==> config.mk <==
export PLATFORM = sky130hd
export DESIGN_NAME = pd2_pwr_switch_seq
export DESIGN_NICKNAME = d
export VERILOG_FILES = /design/src/rtl/pd2_pwr_pkg.sv /design/src/rtl/pwr_dly_cnt.sv /design/src/rtl/pd2_pwr_switch_seq.sv
export SDC_FILE = /design/constraint.sdc
export NUM_CORES = 1
export LEC_CHECK = 0
export CORE_MARGIN = 2
export CORE_UTILIZATION = 50
export DETAILED_ROUTE_END_ITERATION = 10
export PLACE_DENSITY = 0.74
export SLEW_MARGIN = 0
export SYNTH_ARGS = -nofsm -noshare
export SYNTH_HDL_FRONTEND = slang
export SYNTH_SLANG_ARGS = --single-unit
==> constraint.sdc <==
create_clock -name i_aon_clk -period 3.2 [get_ports i_aon_clk]
set_clock_uncertainty 0.1 [all_clocks]
set_input_delay 0.96 -clock i_aon_clk [delete_from_list [all_inputs] [get_ports i_aon_clk]]
set_output_delay 0.96 -clock i_aon_clk [all_outputs]
set_load 0.1 [all_outputs]
==> src/rtl/pd2_pwr_pkg.sv <==
// PD2 power-switch sequencer: shared state encoding, default parameters
// and a small compile-time helper.
package pd2_pwr_pkg;

    typedef enum logic [2:0] {
        ST_OFF       = 3'b000,
        ST_RAMP_UP   = 3'b001,
        ST_SW_WAIT   = 3'b010,
        ST_SETTLE    = 3'b011,
        ST_ON        = 3'b100,
        ST_DRAIN     = 3'b101,
        ST_SLEEP_ACK = 3'b110,
        ST_RAMP_DN   = 3'b111
    } seq_state_t;

    localparam int DEF_NUM_SW_STAGES = 4;
    localparam int DEF_STAGE_DLY     = 8;
    localparam int DEF_SETTLE_DLY    = 16;
    localparam int DEF_IDLE_CYCLES   = 4;
    localparam int DEF_TIMEOUT_CYC   = 255;

    function automatic int max2(input int a, input int b);
        return (a > b) ? a : b;
    endfunction

endpackage

==> src/rtl/pwr_dly_cnt.sv <==
// Saturating up-counter with clear, load and enable. done_o is high once
// the count has reached the limit presented on lim_i.
module pwr_dly_cnt #(
    parameter int W = 8
) (
    input  logic         clk_i,
    input  logic         rst_i,
    input  logic         clr_i,
    input  logic         ld_i,
    input  logic [W-1:0] ld_val_i,
    input  logic         en_i,
    input  logic [W-1:0] lim_i,
    output logic         done_o
);

    logic [W-1:0] cnt_q, cnt_d;

    // Next count: clear beats load beats increment; increment stops at all-ones.
    always_comb begin
        cnt_d = cnt_q;
        if (clr_i)
            cnt_d = '0;
        else if (ld_i)
            cnt_d = ld_val_i;
        else if (en_i && (cnt_q != {W{1'b1}}))
            cnt_d = cnt_q + 1'b1;
    end

    // Count register.
    always_ff @(posedge clk_i) begin
        if (rst_i)
            cnt_q <= '0;
        else
            cnt_q <= cnt_d;
    end

    assign done_o = (cnt_q >= lim_i);

endmodule

==> src/rtl/pd2_pwr_switch_seq.sv <==
// PD2 power-switch sequencer. Ramps the switch chain up one segment at a
// time, waits for the chain ack and a settle time, then acks power-on.
// On a sleep request it drains bus activity, acks sleep, and ramps down in
// reverse order once power-on is withdrawn.
// Optional: define PD2_SW_TIMEOUT_EN to abort a ramp whose switch ack never
// arrives (sticky o_sw_err, falls through to ramp-down).
module pd2_pwr_switch_seq
    import pd2_pwr_pkg::*;
#(
    parameter int NUM_SW_STAGES = DEF_NUM_SW_STAGES,
    parameter int STAGE_DLY     = DEF_STAGE_DLY,
    parameter int SETTLE_DLY    = DEF_SETTLE_DLY,
    parameter int IDLE_CYCLES   = DEF_IDLE_CYCLES,
    parameter int TIMEOUT_CYC   = DEF_TIMEOUT_CYC
) (
    input  logic                     i_aon_clk,
    input  logic                     i_soc_pwr_on_rst,
    input  logic                     i_pwr_on_req,
    input  logic                     i_hw_sleep_req,
    input  logic                     i_pd2_busy,
    input  logic                     i_sw_ack,
    output logic                     o_pwr_on_ack,
    output logic                     o_hw_sleep_ack,
    output logic [NUM_SW_STAGES-1:0] o_sw_en,
    output logic                     o_sw_err,
    output logic [2:0]               o_seq_state
);

    localparam int MAX_DLY = max2(max2(STAGE_DLY, SETTLE_DLY), max2(IDLE_CYCLES, TIMEOUT_CYC));
    localparam int CNT_W   = $clog2(MAX_DLY + 1);

    // Limits are N-1: the exit decision is taken in the N-th cycle so the
    // new state shows up exactly N cycles after entry.
    localparam logic [CNT_W-1:0] STAGE_LIM  = CNT_W'(STAGE_DLY - 1);
    localparam logic [CNT_W-1:0] SETTLE_LIM = CNT_W'(SETTLE_DLY - 1);
    localparam logic [CNT_W-1:0] IDLE_LIM   = CNT_W'((IDLE_CYCLES > 0) ? IDLE_CYCLES - 1 : 0);
`ifdef PD2_SW_TIMEOUT_EN
    localparam logic [CNT_W-1:0] TMO_LIM    = CNT_W'(TIMEOUT_CYC - 1);
`endif
    localparam logic [NUM_SW_STAGES-1:0] SW_LSB = NUM_SW_STAGES'(1);

    seq_state_t                 state_q, state_d;
    logic                       armed_q, armed_d;
    logic [NUM_SW_STAGES-1:0]   sw_en_q, sw_en_d;
    logic                       pwr_on_ack_q, pwr_on_ack_d;
    logic                       sleep_ack_q, sleep_ack_d;

    logic                       cnt_clr, cnt_en, cnt_done, step;
    logic [CNT_W-1:0]           cnt_lim;

    // One timer serves every timed state; it restarts on each state change,
    // on each ramp step, and whenever PD2 reports busy while draining.
    always_comb begin
        cnt_lim = STAGE_LIM;
        case (state_q)
            ST_SETTLE:  cnt_lim = SETTLE_LIM;
            ST_DRAIN:   cnt_lim = IDLE_LIM;
`ifdef PD2_SW_TIMEOUT_EN
            ST_SW_WAIT: cnt_lim = TMO_LIM;
`endif
            default: ;
        endcase
        step    = ((state_q == ST_RAMP_UP) || (state_q == ST_RAMP_DN)) && cnt_done;
        cnt_en  = (state_q != ST_OFF) && (state_q != ST_ON) && (state_q != ST_SLEEP_ACK);
        cnt_clr = (state_d != state_q) || step || ((state_q == ST_DRAIN) && i_pd2_busy);
    end

    pwr_dly_cnt #(.W(CNT_W)) u_tmr (
        .clk_i    (i_aon_clk),
        .rst_i    (i_soc_pwr_on_rst),
        .clr_i    (cnt_clr),
        .ld_i     (1'b0),
        .ld_val_i ({CNT_W{1'b0}}),
        .en_i     (cnt_en),
        .lim_i    (cnt_lim),
        .done_o   (cnt_done)
    );

    // Next state and armed flag; each state tests only its own exit.
    always_comb begin
        state_d = state_q;
        armed_d = armed_q;
        case (state_q)
            ST_OFF:       if (i_pwr_on_req) state_d = ST_RAMP_UP;
            ST_RAMP_UP:   if (cnt_done && sw_en_q[NUM_SW_STAGES-1]) state_d = ST_SW_WAIT;
            ST_SW_WAIT: begin
                if (i_sw_ack)
                    state_d = ST_SETTLE;
`ifdef PD2_SW_TIMEOUT_EN
                else if (cnt_done)
                    state_d = ST_RAMP_DN;
`endif
            end
            ST_SETTLE: begin
                if (cnt_done) begin
                    state_d = ST_ON;
                    armed_d = 1'b0;
                end
            end
            ST_ON: begin
                // The FSM still holds sleep high while waiting for power-on
                // ack; only a request seen after a low cycle counts.
                if (!i_hw_sleep_req)
                    armed_d = 1'b1;
                else if (armed_q)
                    state_d = ST_DRAIN;
            end
            ST_DRAIN: begin
                if (!i_hw_sleep_req)
                    state_d = ST_ON;
                else if (!i_pd2_busy && cnt_done)
                    state_d = ST_SLEEP_ACK;
            end
            ST_SLEEP_ACK: if (!i_pwr_on_req) state_d = ST_RAMP_DN;
            ST_RAMP_DN:   if ((sw_en_q == '0) && !i_sw_ack) state_d = ST_OFF;
            default:      state_d = ST_OFF;
        endcase
    end

    // Registered outputs: switch enables step with the timer, acks follow the next state.
    always_comb begin
        sw_en_d = sw_en_q;
        case (state_q)
            ST_OFF:     if (state_d == ST_RAMP_UP) sw_en_d = SW_LSB;
            ST_RAMP_UP: if (step && !sw_en_q[NUM_SW_STAGES-1]) sw_en_d = (sw_en_q << 1) | SW_LSB;
            ST_RAMP_DN: if (step) sw_en_d = sw_en_q >> 1;
            default:    if (state_d == ST_RAMP_DN) sw_en_d = sw_en_q >> 1;
        endcase
        pwr_on_ack_d = (state_d == ST_ON) || (state_d == ST_DRAIN) || (state_d == ST_SLEEP_ACK);
        sleep_ack_d  = !((state_d == ST_ON) || (state_d == ST_DRAIN));
    end

    // State and output registers; reset opens every switch on the next edge.
    always_ff @(posedge i_aon_clk) begin
        if (i_soc_pwr_on_rst) begin
            state_q      <= ST_OFF;
            armed_q      <= 1'b0;
            sw_en_q      <= '0;
            pwr_on_ack_q <= 1'b0;
            sleep_ack_q  <= 1'b1;
        end else begin
            state_q      <= state_d;
            armed_q      <= armed_d;
            sw_en_q      <= sw_en_d;
            pwr_on_ack_q <= pwr_on_ack_d;
            sleep_ack_q  <= sleep_ack_d;
        end
    end

`ifdef PD2_SW_TIMEOUT_EN
    logic err_q;

    // Sticky timeout flag, set when SW_WAIT gives up.
    always_ff @(posedge i_aon_clk) begin
        if (i_soc_pwr_on_rst)
            err_q <= 1'b0;
        else if ((state_q == ST_SW_WAIT) && (state_d == ST_RAMP_DN))
            err_q <= 1'b1;
    end

    assign o_sw_err = err_q;
`else
    assign o_sw_err = 1'b0;
`endif

    assign o_pwr_on_ack   = pwr_on_ack_q;
    assign o_hw_sleep_ack = sleep_ack_q;
    assign o_sw_en        = sw_en_q;
    assign o_seq_state    = state_q;

endmodule

==> results of run 1 <==
-- path summary, 6_finish.rpt --
| path | cells after the start | slack, ns | end | from |
|---|---|---|---|---|
| worst min register to register | 2 | 0.43 | o_sw_en[3] | o_sw_en[3] |
| worst max-delay path | 7 | 0.52 | u_tmr.cnt_q[2] | o_seq_state[1] |
| worst max register to register | 7 | 0.52 | u_tmr.cnt_q[2] | o_seq_state[1] |
| worst min-delay path | 2 | 0.43 | o_sw_en[3] | o_sw_en[3] |
-- per-stage QoR --
stage / setup WS, ns / total power, mW
floorplan: 0.06232 / 0.3167
global placement: 0.4860 / 0.3401
detailed placement: 0.4760 / 0.3415
CTS: 0.5640 / 0.4855
global route: 0.2280 / 0.5027
finish: 0.5157 / 0.4793
-- kinds of logic after synthesis --
logic type      Yosys count  synth area share, %
other cells               1               0.3414
fa+ha+maj                 3                3.417
flops                    18                32.80
xor+xnor                  4                3.190
simple gates             62                30.18
mux                       5                4.670
buf+inv                  13                5.011
compound gates           30                20.39
-- final cells by class --
type                            instances  share of cell area, %
Multi-Input combinational cell        105                  53.53
Sequential cell                        18                  28.24
Timing Repair Buffer                   17                  10.98
Clock buffer                            4                  2.843
Tap cell                               27                  2.647
Inverter                                6                  1.765
-- worst min-delay path, cell delays in order (launching register included) --
cell and delay, ns:
dfxtp_1 0.37, nand2_1 0.07, a21oi_1 0.05
-- flip-flops by register name (all words and copies together) (netlist names) --
register        flops
o_pwr_on_ack        1
o_seq_state         3
o_hw_sleep_ack      1
armed_q             1
o_sw_en             4
u_tmr.cnt_q         8
-- cells in the final DEF (no fill, tap or decap), drive strengths merged, types with 2 or more instances in the layout --
cell type	n
inv	6
o21ai	4
or3	2
ha	3
nand2b	5
nor3b	3
clkdlybuf4s50	5
xor2	2
nand4	2
mux2i	4
clkbuf	4
nor2	8
nor2b	3
nor4	7
xnor2	2
o22ai	3
and3	2
a31oi	3
nand3	8
dfxtp	18
buf	12
a21o	2
a21oi	5
nor3	5
nand2	13
-- per-layer routing --
layer,global-route usage (%),part of all wire (%)
met5,0,0
met4,9.459,1.4
met3,2.924,6.5
met2,32.24,45
met1,32.59,47
-- power by group through the flow --
| stage | Combinational [mW] | Sequential [mW] | Clock, mW |
|---|---|---|---|
| 6_report | 0.102 | 0.235 | 0.143 |
| 3_3_place_gp | 0.101 | 0.240 | 0 |
| 5_1_grt | 0.110 | 0.236 | 0.157 |
| 3_5_place_dp | 0.102 | 0.240 | 0 |
| 4_1_cts | 0.102 | 0.235 | 0.149 |
| 2_1_floorplan | 0.0506 | 0.266 | 0 |
==> summary.txt, run 1 <==
Global routing
  – First-pass GRT wire length: 4264 µm
  – Initial antenna violation count: 0
  – GR Util All Layers: between 20% and 30%
  – Pin count of the biggest net entering global routing: 19
  – GRT overflow: 0
  – Number of global-route vias before repair: ~900

Finish
  – Register area: 360.3 µm²
  – Design area: 1276 µm²
  – Fill cells: around 190
  – Cell Count, Final, Fillers Out: 177
  – Multi-input gate area: 683.2 µm²
  – Antenna cell count: 0
  – Util after Layout: a little over three fifths
  – Layout cells sized above 1: between 10% and 20%
  – Layout area overhead: 16.17%
  – Nets: 160

Power and ir drop
  – Switch share: 30.95%
  – PwrDens: 375.6 nW/µm²
  – Sequential share of power: 49.0%
  – Combinational share of power: a little over a fifth
  – Psw: 148.3 µW
  – Pint: 331.0 µW
  – Clk pwr share: 29.7%
  – Worst IR Drop VDD: 0.0003548 V
  – P_leak: 0.4953 nW

Place
  – Number of port buffers: 14
  – Placed inst area: around 1200 µm²
  – Gp weighted congestion: 0.8534
  – Placed cell count: 173
  – Dpl hpwl: 1856 µm

STA
  – Setup Viol. Count Final: 0
  – Post-route clock period utilization: 83.88%
  – Worst slew pin tran: 0.5349 ns
  – RSZ-0062 raised after global routing: no
  – Hold Slack: 0.4339 ns
  – Final setup TNS: 0 ns
  – Relative slew margins: 64.34%
  – Hold Vio Cnt, Final: 0
  – FMAX: 372.5 MHz
  – Final min period: 2.684 ns
  – Max-slew violation total from the final report: 0

Detailed routing
  – Residual DRC: 0
  – Router iterations before antenna repair: 5
  – DR vias: 1,065
  – Final WL: 2485 µm
  – Antenna-violating nets left: 0
  – DR WL/cell: 14.04 µm
  – Vias per cell: 6.017
  – DRT iter0 DRCs: 38

Worst setup path
  – CP arrival: 2.76 ns
  – Setup CP Type: flop to flop
  – Worst path required time: 3.28 ns
  – Crit-path slowest cell: dfxtp_1
  – Max stage delay on crit path: 0.67 ns
  – CP startpoint kind: flop
  – Delay-heaviest family, CP: compound AO/OA/AOI/OAI gates
  – Crit end category: flop
  – Critical path cell sequence: nor3_1, ha_1, a21oi_1, o211ai_2, a211o_1, o221a_4, nor4_1
  – Max FO, Critical Path: 18
  – CP bufs+invs: 0

Logic synthesis
  – Top cell type's share of synthesized area: 32.80%
  – Syn Std Cell Area: 1099 µm²
  – Synth area leaders: dfxtp_1 33%, nand2_1 4.4%, nor4_1 4.0%
  – Synth unique cells: 45
  – EDFF count, synth: 0
  – Count leader, synth: dfxtp_1
  – Syn Area/Cell: 8.078 µm²
  – Main synth FF type: dfxtp_1
  – Largest area contributor in the synthesized netlist: dfxtp_1
  – Yosys warning count: 0
  – Post-synth top cells: 18 x dfxtp_1, 13 x nand2_1, 8 x nand3_1, 8 x nor2_1, 7 x nor4_1
  – Net Count, Synth: 145
  – Synth Instances: around 140
  – Sequential share of the synthesized area: 32.80%
  – Async SR Flop Fraction: 0%
  – Post-synthesis register bit count: 18

Floorplanning
  – Rows: 16
  – Core area: 2022 µm²
  – I/O pins: 16
  – Starting Density: approximately 54%
  – Die width: 50.88 µm
  – Die height: approximately 51 µm
  – Die area: 2588 µm²

Hold path
  – Worst hold path class: flop to flop

Clocking
  – CTS tree: built
  – Root buf cell: clkbuf_4
  – Hold buffers post-CTS: 0
  – CTS clock-pin slew for the worst setup and hold paths: between 0.1 and 0.15 ns
  – Clock Tree Buf Depth: 2
  – CTS-repair resized insts: 0
  – H-tree lvl count: 1
  – Setup Fix Bufs, Post-CTS: 0
  – CTS Buf Count: 3
  – Clock Sinks: 18
  – Worst skew pair latency: 0.30 ns

Status
  – Status: finished, final reports clean

Job
  – Max-Cap Viols: 0
No activity file was read; power rests on OpenSTA's default activity.
==> run 2, diff against run 1 <==
==> constraint.sdc (replaced) <==
create_clock -name i_aon_clk -period 2.6 [get_ports i_aon_clk]
set_clock_uncertainty 0.1 [all_clocks]
set_input_delay 0.78 -clock i_aon_clk [delete_from_list [all_inputs] [get_ports i_aon_clk]]
set_output_delay 0.78 -clock i_aon_clk [all_outputs]
set_load 0.1 [all_outputs]
==> run 2 against run 1 <==
Global-route usage decreased by 0.35 points. Highest routed layer unchanged. Combinational power increased by 32%. Clock power increased by 27%. Final cell count increased by 1.1%. Sequential cell count unchanged.
==> summary.txt, run 2 (synthesis results as in run 1) <==
Status
  – Status: finished, final reports clean

Power and ir drop
  – Combinational share of power: 22.4%
  – Sequential share of power: 47.6%
  – P_leak: 0.5080 nW
  – Psw: 192.2 µW
  – Clk pwr share: 30.0%
  – Switch share: a little under a third
  – PwrDens: 452.7 nW/µm²
  – Worst IR Drop VDD: 0.0003432 V
  – Pint: just over 400 µW

Finish
  – Max FFs per register: 8
  – Cell Count, Final, Fillers Out: 179
  – Leading cell types in the layout, fill and taps excluded: 15 x dfxtp_1, 14 x buf_4, 13 x nand2_1
  – Commonest non-fill, non-tap cell in the layout: dfxtp_1
  – Layout cells sized above 1: roughly 20%
  – Fill cells: 180
  – Register area: 371.6 µm²
  – Nets: roughly 160
  – Biggest register: u_tmr.cnt_q
  – Antenna cell count: 0
  – Layout area overhead: 21.07%
  – Multi-input gate area: 710.7 µm²

Clocking
  – CTS tree: built
  – Clock Sinks: 18
  – CTS clock-pin slew for the worst setup and hold paths: roughly 0.11 ns
  – H-tree lvl count: 1
  – Worst skew pair latency: 0.31 ns
  – Clock Tree Buf Depth: 2
  – CTS Buf Count: 3
  – Root buf cell: clkbuf_4

Hold path
  – Worst hold path class: flop to flop
  – WHS Path Cells: 2

Worst setup path
  – Register-to-Register Path Depth: 9
  – Worst path required time: 2.71 ns
  – Max FO, Critical Path: 8
  – Critical path cell sequence: inv_1, nor3_1, ha_1, a21oi_1, o211ai_2, buf_4, a222oi_1, nor2_2, nor4_2
  – CP bufs+invs: 2
  – Delay-heaviest family, CP: compound AO/OA/AOI/OAI gates
  – Crit-path slowest cell: dfxtp_4
  – CP arrival: 2.52 ns
  – WP depth: 9
  – Max stage delay on crit path: a little under 0.4 ns
  – Crit end category: flop
  – Setup CP Type: flop to flop
  – CP startpoint kind: flop

STA
  – Setup Viol. Count Final: 0
  – RSZ-0062 raised after global routing: no
  – Final min period: ~2.4 ns
  – Hold Vio Cnt, Final: 0
  – Max-slew violation total from the final report: 0
  – FMAX: 414.9 MHz
  – Final setup TNS: 0 ns
  – Post-route clock period utilization: 92.71%

Detailed routing
  – DR WL/cell: 14.08 µm
  – Residual DRC: 0
  – Antenna-violating nets left: 0
  – DR vias: 1,058
  – Router iterations before antenna repair: 4
  – Final WL: 2521 µm
  – Vias per cell: between 5 and 6
  – DRT iter0 DRCs: 40

Global routing
  – Initial antenna violation count: 0
  – First-pass GRT wire length: 4243 µm
  – Pin count of the biggest net entering global routing: 19
  – GR Util All Layers: 21.74%
  – GRT overflow: 0
  – Number of global-route vias before repair: 921

Job
  – Max-Cap Viols: 0

Place
  – Number of port buffers: 14
  – Placed cell count: 174
  – Dpl hpwl: 1854 µm
  – Gp weighted congestion: between 0.8 and 0.9

Floorplanning
  – Core area: 2022 µm²
  – I/O pins: 16
  – Die area: 2588 µm²
  – Die width: 50.88 µm
  – Die height: between 50 and 60 µm
  – Rows: 16
  – Starting Density: 54.33%
-- run 2: cell types whose count changed in the layout (fill, tap and decap cells not counted), sizes merged --
cell  previous run  this run
buf             12        14
-- run 2: layout make-up --
type / instances / share of cell area, %
tap: 27 / 2.540
inverter: 6 / 1.693
timing repair buffer: 19 / 11.67
multi-input combinational: 105 / 53.43
clock buffer: 4 / 2.728
sequential: 18 / 27.94
-- run 2: final timing paths --
check,from,end,slack (ns)
worst max-delay path,o_seq_state[2],u_tmr.cnt_q[0],0.19
worst min-delay path,o_sw_en[3],o_sw_en[3],0.43
worst max register to register,o_seq_state[2],u_tmr.cnt_q[0],0.19
worst min register to register,o_sw_en[3],o_sw_en[3],0.43
-- run 2: timing repair --
item / 4_1_cts / 5_1_grt
resized for setup: 0 / 5
endpoints found under the setup margin: 0 / 6
setup buffers: 0 / 1
hold buffers: 0 / 0
-- run 2: power by group through the flow --
| stage | combinational (mW) | sequential (mW) | clock (mW) |
|---|---|---|---|
| after floorplan | 0.0628 | 0.326 | 0 |
| after global placement | 0.128 | 0.292 | 0 |
| after detailed placement | 0.129 | 0.293 | 0 |
| after CTS | 0.130 | 0.287 | 0.183 |
| after global routing | 0.144 | 0.287 | 0.193 |
| final | 0.135 | 0.287 | 0.181 |
-- run 2: worst reg2reg max path: stages (launching register included) --
cell,delay (ns)
dfxtp_4,0.39
inv_1,0.10
nor3_1,0.20
ha_1,0.26
a21oi_1,0.19
o211ai_2,0.11
buf_4,0.17
a222oi_1,0.37
nor2_2,0.17
nor4_2,0.25
-- run 2: layer usage --
metal	vias to the layer above	part of all wire, %	global-route usage, %
met5	-	0	0
met4	0	1.7	9.009
met3	5	6.5	2.632
met2	36	43	31.36
met1	482	49	32.60
li1	535	-	-
-- run 2: metrics by stage --
step | area, µm² | setup slack [ns] | utilization (%) | power [mW] | hold slack, ns
global placement | 1259 | 0.1050 | 62.25 | 0.4209 | 0.4049
global route | 1330 | 0.006787 | 65.78 | 0.6241 | 0.4915
CTS | 1295 | 0.1096 | 64.05 | 0.5993 | 0.4345
detailed placement | 1259 | 0.1094 | 62.25 | 0.4223 | 0.4190
finish | 1330 | 0.1896 | 65.78 | 0.6021 | 0.4348
floorplan | 1111 | 0.04726 | - | 0.3888 | 0.4150
